`config.mk`:
```
export PLATFORM = sky130hd
export DESIGN_NAME = sbox_share_ctrl
export DESIGN_NICKNAME = d
export VERILOG_FILES = /design/src/rtl/aes_pkg.sv /design/src/rtl/sbox.sv /design/src/rtl/sbox_share_arb.sv /design/src/rtl/sbox_share_ctrl.sv
export SDC_FILE = /design/constraint.sdc
export NUM_CORES = 2
export LEC_CHECK = 0
export CAP_MARGIN = 20
export CORE_ASPECT_RATIO = 1.5
export CORE_MARGIN = 5
export CORE_UTILIZATION = 35
export DETAILED_ROUTE_END_ITERATION = 10
export SYNTH_ARGS = -nofsm -noshare
export SYNTH_HDL_FRONTEND = slang
export SYNTH_SLANG_ARGS = --single-unit
```
`constraint.sdc`:
```
create_clock -name clk -period 22.5 [get_ports clk]
set_input_delay 5.625 -clock clk [delete_from_list [all_inputs] [get_ports clk]]
set_output_delay 5.625 -clock clk [all_outputs]
set_load 0.05 [all_outputs]
```
`src/rtl/aes_pkg.sv`:
```
// Shared AES types: byte/word/state typedefs and the S-box sharing FSM encoding.
package aes_pkg;

    typedef logic [7:0]   byte_t;
    typedef logic [31:0]  word_t;
    typedef logic [127:0] state_t;

    typedef enum logic [1:0] {
        IDLE,
        ST_RUN,
        KEY_RUN
    } sbox_fsm_e;

    localparam int unsigned AES_STATE_BYTES = 16;

endpackage

```
`src/rtl/sbox.sv`:
```
// AES forward S-box, combinational: GF(2^8) inverse (x^254) followed by the affine map.
module sbox
    import aes_pkg::*;
(
    input  byte_t x,
    output byte_t y
);

    function automatic byte_t gmul(input byte_t a, input byte_t b);
        byte_t p;
        byte_t aa;
        byte_t bb;
        p  = '0;
        aa = a;
        bb = b;
        for (int unsigned i = 0; i < 8; i++) begin
            if (bb[0]) p = p ^ aa;
            aa = aa[7] ? ((aa << 1) ^ 8'h1b) : (aa << 1);
            bb = bb >> 1;
        end
        return p;
    endfunction

    // x^254 = x^2 * x^4 * ... * x^128; maps 0 to 0 as the S-box requires
    function automatic byte_t ginv(input byte_t a);
        byte_t r;
        byte_t sq;
        r  = 8'h01;
        sq = a;
        for (int unsigned i = 1; i < 8; i++) begin
            sq = gmul(sq, sq);
            r  = gmul(r, sq);
        end
        return r;
    endfunction

    byte_t b;

    always_comb begin
        b = ginv(x);
        y = b ^ {b[6:0], b[7]} ^ {b[5:0], b[7:6]} ^ {b[4:0], b[7:5]}
              ^ {b[3:0], b[7:4]} ^ 8'h63;
    end

endmodule

```
`src/rtl/sbox_share_arb.sv`:
```
// Grant and ready generation for the shared S-box bank.
// SBOX_SHARE_RR_EN selects round-robin; otherwise key has fixed priority over st.
module sbox_share_arb (
`ifdef SBOX_SHARE_RR_EN
    input  logic clk,
    input  logic rst_n,
`endif
    input  logic idle,
    input  logic st_valid,
    input  logic key_valid,
    output logic st_ready,
    output logic key_ready
);

    logic grant_key;

`ifdef SBOX_SHARE_RR_EN
    logic last_key;

    always_ff @(posedge clk or negedge rst_n) begin
        if (!rst_n) begin
            last_key <= 1'b0;
        end else if (st_valid && st_ready) begin
            last_key <= 1'b0;
        end else if (key_valid && key_ready) begin
            last_key <= 1'b1;
        end
    end

    assign grant_key = key_valid && (!st_valid || !last_key);
`else
    assign grant_key = key_valid;
`endif

    assign key_ready = idle && grant_key;
    assign st_ready  = idle && st_valid && !grant_key;

endmodule

```
`src/rtl/sbox_share_ctrl.sv`:
```
// Time-shares LANES S-boxes between SubBytes (128-bit state) and SubWord (32-bit word).
// Optional macro SBOX_SHARE_RR_EN: round-robin arbitration instead of key-over-st priority.
module sbox_share_ctrl
    import aes_pkg::*;
#(
    parameter int unsigned LANES = 4
) (
    input  logic         clk,
    input  logic         rst_n,
    input  logic         st_valid,
    output logic         st_ready,
    input  logic [127:0] st_data,
    output logic         st_done,
    output logic [127:0] st_result,
    input  logic         key_valid,
    output logic         key_ready,
    input  logic [31:0]  key_word,
    output logic         key_done,
    output logic [31:0]  key_result,
    output logic         busy
);

    localparam int unsigned ST_BEATS  = AES_STATE_BYTES / LANES;
    localparam int unsigned KEY_BEATS = 4 / LANES;
    localparam logic [3:0]  ST_LAST   = 4'(ST_BEATS - 1);
    localparam logic [3:0]  KEY_LAST  = 4'(KEY_BEATS - 1);

    sbox_fsm_e  state, state_nx;
    logic [3:0] cnt;
    state_t     opnd, acc, acc_nx;
    byte_t      lane_in  [LANES];
    byte_t      lane_out [LANES];
    logic       st_acc, key_acc, st_last, key_last;

    assign st_acc   = st_valid && st_ready;
    assign key_acc  = key_valid && key_ready;
    assign st_last  = (state == ST_RUN) && (cnt == ST_LAST);
    assign key_last = (state == KEY_RUN) && (cnt == KEY_LAST);

    sbox_share_arb u_arb (
`ifdef SBOX_SHARE_RR_EN
        .clk       (clk),
        .rst_n     (rst_n),
`endif
        .idle      (state == IDLE),
        .st_valid  (st_valid),
        .key_valid (key_valid),
        .st_ready  (st_ready),
        .key_ready (key_ready)
    );

    always_ff @(posedge clk or negedge rst_n) begin
        if (!rst_n) state <= IDLE;
        else        state <= state_nx;
    end

    always_comb begin
        state_nx = state;
        unique case (state)
            IDLE: begin
                if (key_acc)     state_nx = KEY_RUN;
                else if (st_acc) state_nx = ST_RUN;
            end
            ST_RUN:  if (st_last)  state_nx = IDLE;
            KEY_RUN: if (key_last) state_nx = IDLE;
            default: state_nx = IDLE;
        endcase
    end

    always_comb begin
        busy = (state != IDLE);
    end

    // Beat cnt selects operand bytes cnt*LANES.. and writes results back to the same bytes
    always_comb begin : lane_mux
        int unsigned base;
        base   = 32'(cnt) * LANES;
        acc_nx = acc;
        for (int unsigned i = 0; i < LANES; i++) begin
            lane_in[i]                  = opnd[(base + i) * 8 +: 8];
            acc_nx[(base + i) * 8 +: 8] = lane_out[i];
        end
    end

    for (genvar g = 0; g < LANES; g++) begin : g_lane
        sbox u_sbox (
            .x (lane_in[g]),
            .y (lane_out[g])
        );
    end

    always_ff @(posedge clk or negedge rst_n) begin
        if (!rst_n) begin
            cnt        <= '0;
            opnd       <= '0;
            acc        <= '0;
            st_result  <= '0;
            key_result <= '0;
            st_done    <= 1'b0;
            key_done   <= 1'b0;
        end else begin
            st_done  <= 1'b0;
            key_done <= 1'b0;
            if (state == IDLE) begin
                if (key_acc) begin
                    opnd <= {96'h0, key_word};
                    cnt  <= '0;
                    acc  <= '0;
                end else if (st_acc) begin
                    opnd <= st_data;
                    cnt  <= '0;
                    acc  <= '0;
                end
            end else begin
                acc <= acc_nx;
                cnt <= cnt + 4'd1;
                if (st_last) begin
                    st_result <= acc_nx;
                    st_done   <= 1'b1;
                end
                if (key_last) begin
                    key_result <= acc_nx[31:0];
                    key_done   <= 1'b1;
                end
            end
        end
    end

endmodule

```
==> metrics.csv <==
metric,value,unit
routed_wire_length_per_instance,20.1,um
global_route.usage.met3,2.62,%
area_of_all_placed_cells_without_fillers,0.0862,sq mm
fin_crit_sh,93.3,%
cts-htree-levels,2,
finalHoldWorstSlack,0.477,ns
clock_skew,0.0336,ns
tns,0,ns
finalSetupViolCount,0,
via_count_of_the_first_global_routing_pass,70700,
post-route-drc-count,2,
startpoint_type,flip-flop,
io_buffers,328,
crit_type,flip-flop to flip-flop,
die_width,396,um
grt_pass1_wl,403000,um
rows,212,
cp_common_cell,sky130_fd_sc_hd__xnor2_1,
outcome,"complete, but fails checks",
largest_net_degree_at_the_start_of_global_routing,158,
quantity_of_hold_fixing_buffers_added_after_cts,0,
max_slew_headroom,19.1,%
via_count,73300,
synth.top_cells.by_count,"sky130_fd_sc_hd__xnor2_1, sky130_fd_sc_hd__nor2_1, sky130_fd_sc_hd__nand2_1",
grt_overflow,0,
timing_hold_violations_final,0,
grt_setup_unrepaired,false,
cap_violations,0,
timing.critical_path.slowest_cell_delay,0.99,ns
worst_ep_arrival_time,21.52,ns
buffering_stage_count_on_the_worst_path_with_inverters_included,6,
yosysUniqueCellTypes,139,
antenna_violations_before_repair,10,
worstSetupEndpointType,flip-flop,
synth.cell_area,0.0782,sq mm
postSynth.topFlopCell,sky130_fd_sc_hd__dfrtp_1,
synthMostInstantiatedCell,sky130_fd_sc_hd__xnor2_1,
synth.top_cells.by_area,"sky130_fd_sc_hd__xnor2_1, sky130_fd_sc_hd__dfrtp_1, sky130_fd_sc_hd__xnor3_1",
ioPinCount,329,
drtPass1Iterations,9,
cts.root.buffer_cell,sky130_fd_sc_hd__clkbuf_16,
share_of_the_synthesized_area_in_the_top_cell_type,17.7,%
worstSkewPairLatency,0.64,ns
syn_avg_cell_area,7.93,sq um
yosys_register_bits,424,
fp.dieArea,0.233,sq mm
critical_path_peak_fanout,29,
synthCells,9867,
finalNetCount,10000,
critical_path_top_delay_cell,sky130_fd_sc_hd__mux2i_1,
clk_transition_reported_paths,0.06,ns
worstHoldPathType,flip-flop to flip-flop,
cts_tree,built,
tritoncts_num_sinks,424,
tightestPinTransition,1.18,ns
post_route_cells_drive_above_1_share,8.91,%
ys_seq_area_share,13.6,%
grt.busiest_layer,met2,
yosys_warnings,0,
critPathTopFamily,XOR/XNOR gates,
synthesis_to_layout_area_growth,10.2,%
synth_edf_count,0,
maxClockFrequency,0.0477,GHz
synth_async_reset_ratio,100,%
drt_wl_total,257000,um
failed_checks,DRC,
global_route.usage.total,20.7,%
floorplan.core_area,0.223,sq mm
routabilityCongestion,0.914,
slew_violations,0,
cts-resized-gates,0,
antenna_violating_nets_post_route,0,
fp.dieH,589,um
clock_tree.buffer_depth,3,
postPlaceCellArea,0.0847,sq mm
fillerInstances,22700,
post-dp-hpwl,193000,um
met2_usage,37.2,%
cts_setup_buffers,0,
start_util,35.2,%
tritoncts.num_buffers,46,
timing.final.crit_period,20.98,ns
dr.first_iter.drc_count,6605,
synth_top_area_cell,sky130_fd_sc_hd__xnor2_1,
timing.critical_path.required,23.03,ns
synth_nets,10100,
grtUsageMet1,26.1,%
vias_per_cell,5.74,
layout.core_utilization,38.7,%
routing by layer:
layer	up-vias	part of all wire [%]
met5	-	0.011
met4	4	2.9
met3	530	6.0
met2	2810	49
met1	35300	42
li1	34600	-
per-stage QoR:
| step | instances | worst slack (ns) |
|---|---|---|
| after floorplan | 9867 | 5.27 |
| after global placement | 12700 | 2.15 |
| after detailed placement | 12700 | 1.69 |
| after CTS | 12700 | 1.63 |
| after global routing | 12800 | 0.169 |
| final | 12800 | 1.52 |
final cells by class:
| cell class | count | area, sq um | share of cell area [%] |
|---|---|---|---|
| clock buffers | 70 | 1330 | 1.54 |
| clock inverters | 8 | 110 | 0.128 |
| flip-flops and latches | 424 | 10600 | 12.3 |
| diodes | 1 | 2.50 | 0.00290 |
| inverters | 104 | 390 | 0.453 |
| repair buffers | 615 | 5500 | 6.38 |
| multi-input cells | 8645 | 64600 | 75.0 |
| well taps | 2889 | 3610 | 4.19 |
worst paths after layout:
| kind | endpoint | startpoint | slack (ns) | depth (start not counted) |
|---|---|---|---|---|
| setup / recovery | st_result[37]$_DFFE_PN0P_ | cnt[0]$_DFFE_PN0P_ | 1.52 | 61 |
| hold / removal | acc[58]$_DFFE_PN0P_ | acc[58]$_DFFE_PN0P_ | 0.48 | 2 |
| setup reg to reg | st_result[37]$_DFFE_PN0P_ | cnt[0]$_DFFE_PN0P_ | 1.52 | 61 |
| hold reg to reg | acc[58]$_DFFE_PN0P_ | acc[58]$_DFFE_PN0P_ | 0.48 | 2 |
| max in group asynchronous | cnt[0]$_DFFE_PN0P_ | rst_n | 15.37 | 3 |
| min in group asynchronous | st_result[95]$_DFFE_PN0P_ | rst_n | 4.93 | 1 |
flip-flops by register name, summed over array words and instances, names as in the netlist:
signal / flops
key_done: 1
acc: 128
st_done: 1
state: 2
key_result: 32
cnt: 4
opnd: 128
st_result: 128
tightest hold or removal path, cell delays in order (launching register included):
cell	delay, ns
sky130_fd_sc_hd__dfrtp_1	0.34
sky130_fd_sc_hd__nand2_1	0.05
sky130_fd_sc_hd__o21ai_0	0.06
logic make-up (layout without fill, tap and decap cells):
group	Yosys count	after routing	synth area share (%)
buffers and inverters	798	797	4.46
and+or+nand+nor	3289	3289	18.4
AOI/OAI and AO/OA	2392	2392	20.4
adders and majority gates	31	31	0.496
other	0	1	0
xor gates and xnor gates	2511	2511	37.0
DFF	424	424	13.6
muxes	422	422	5.74
cells in the final DEF, fill, tap and decap left out, types with 66 or more instances in the layout:
cell,n
sky130_fd_sc_hd__a211oi_1,106
sky130_fd_sc_hd__a21oi_1,526
sky130_fd_sc_hd__a22o_1,182
sky130_fd_sc_hd__a31oi_1,117
sky130_fd_sc_hd__and2_1,66
sky130_fd_sc_hd__buf_4,283
sky130_fd_sc_hd__clkdlybuf4s50_1,327
sky130_fd_sc_hd__dfrtp_1,422
sky130_fd_sc_hd__inv_1,79
sky130_fd_sc_hd__mux2i_1,336
sky130_fd_sc_hd__nand2_1,1081
sky130_fd_sc_hd__nand3_1,210
sky130_fd_sc_hd__nor2_1,1249
sky130_fd_sc_hd__nor3_1,229
sky130_fd_sc_hd__o211ai_1,72
sky130_fd_sc_hd__o21ai_0,515
sky130_fd_sc_hd__o21ai_1,99
sky130_fd_sc_hd__o22ai_1,129
sky130_fd_sc_hd__xnor2_1,1533
sky130_fd_sc_hd__xnor2_2,158
sky130_fd_sc_hd__xnor3_1,285
sky130_fd_sc_hd__xor2_1,370
Power is left out: the tool's default activity adds up to more than one toggle a clock period on the data nets, which glitch-free logic cannot reach.
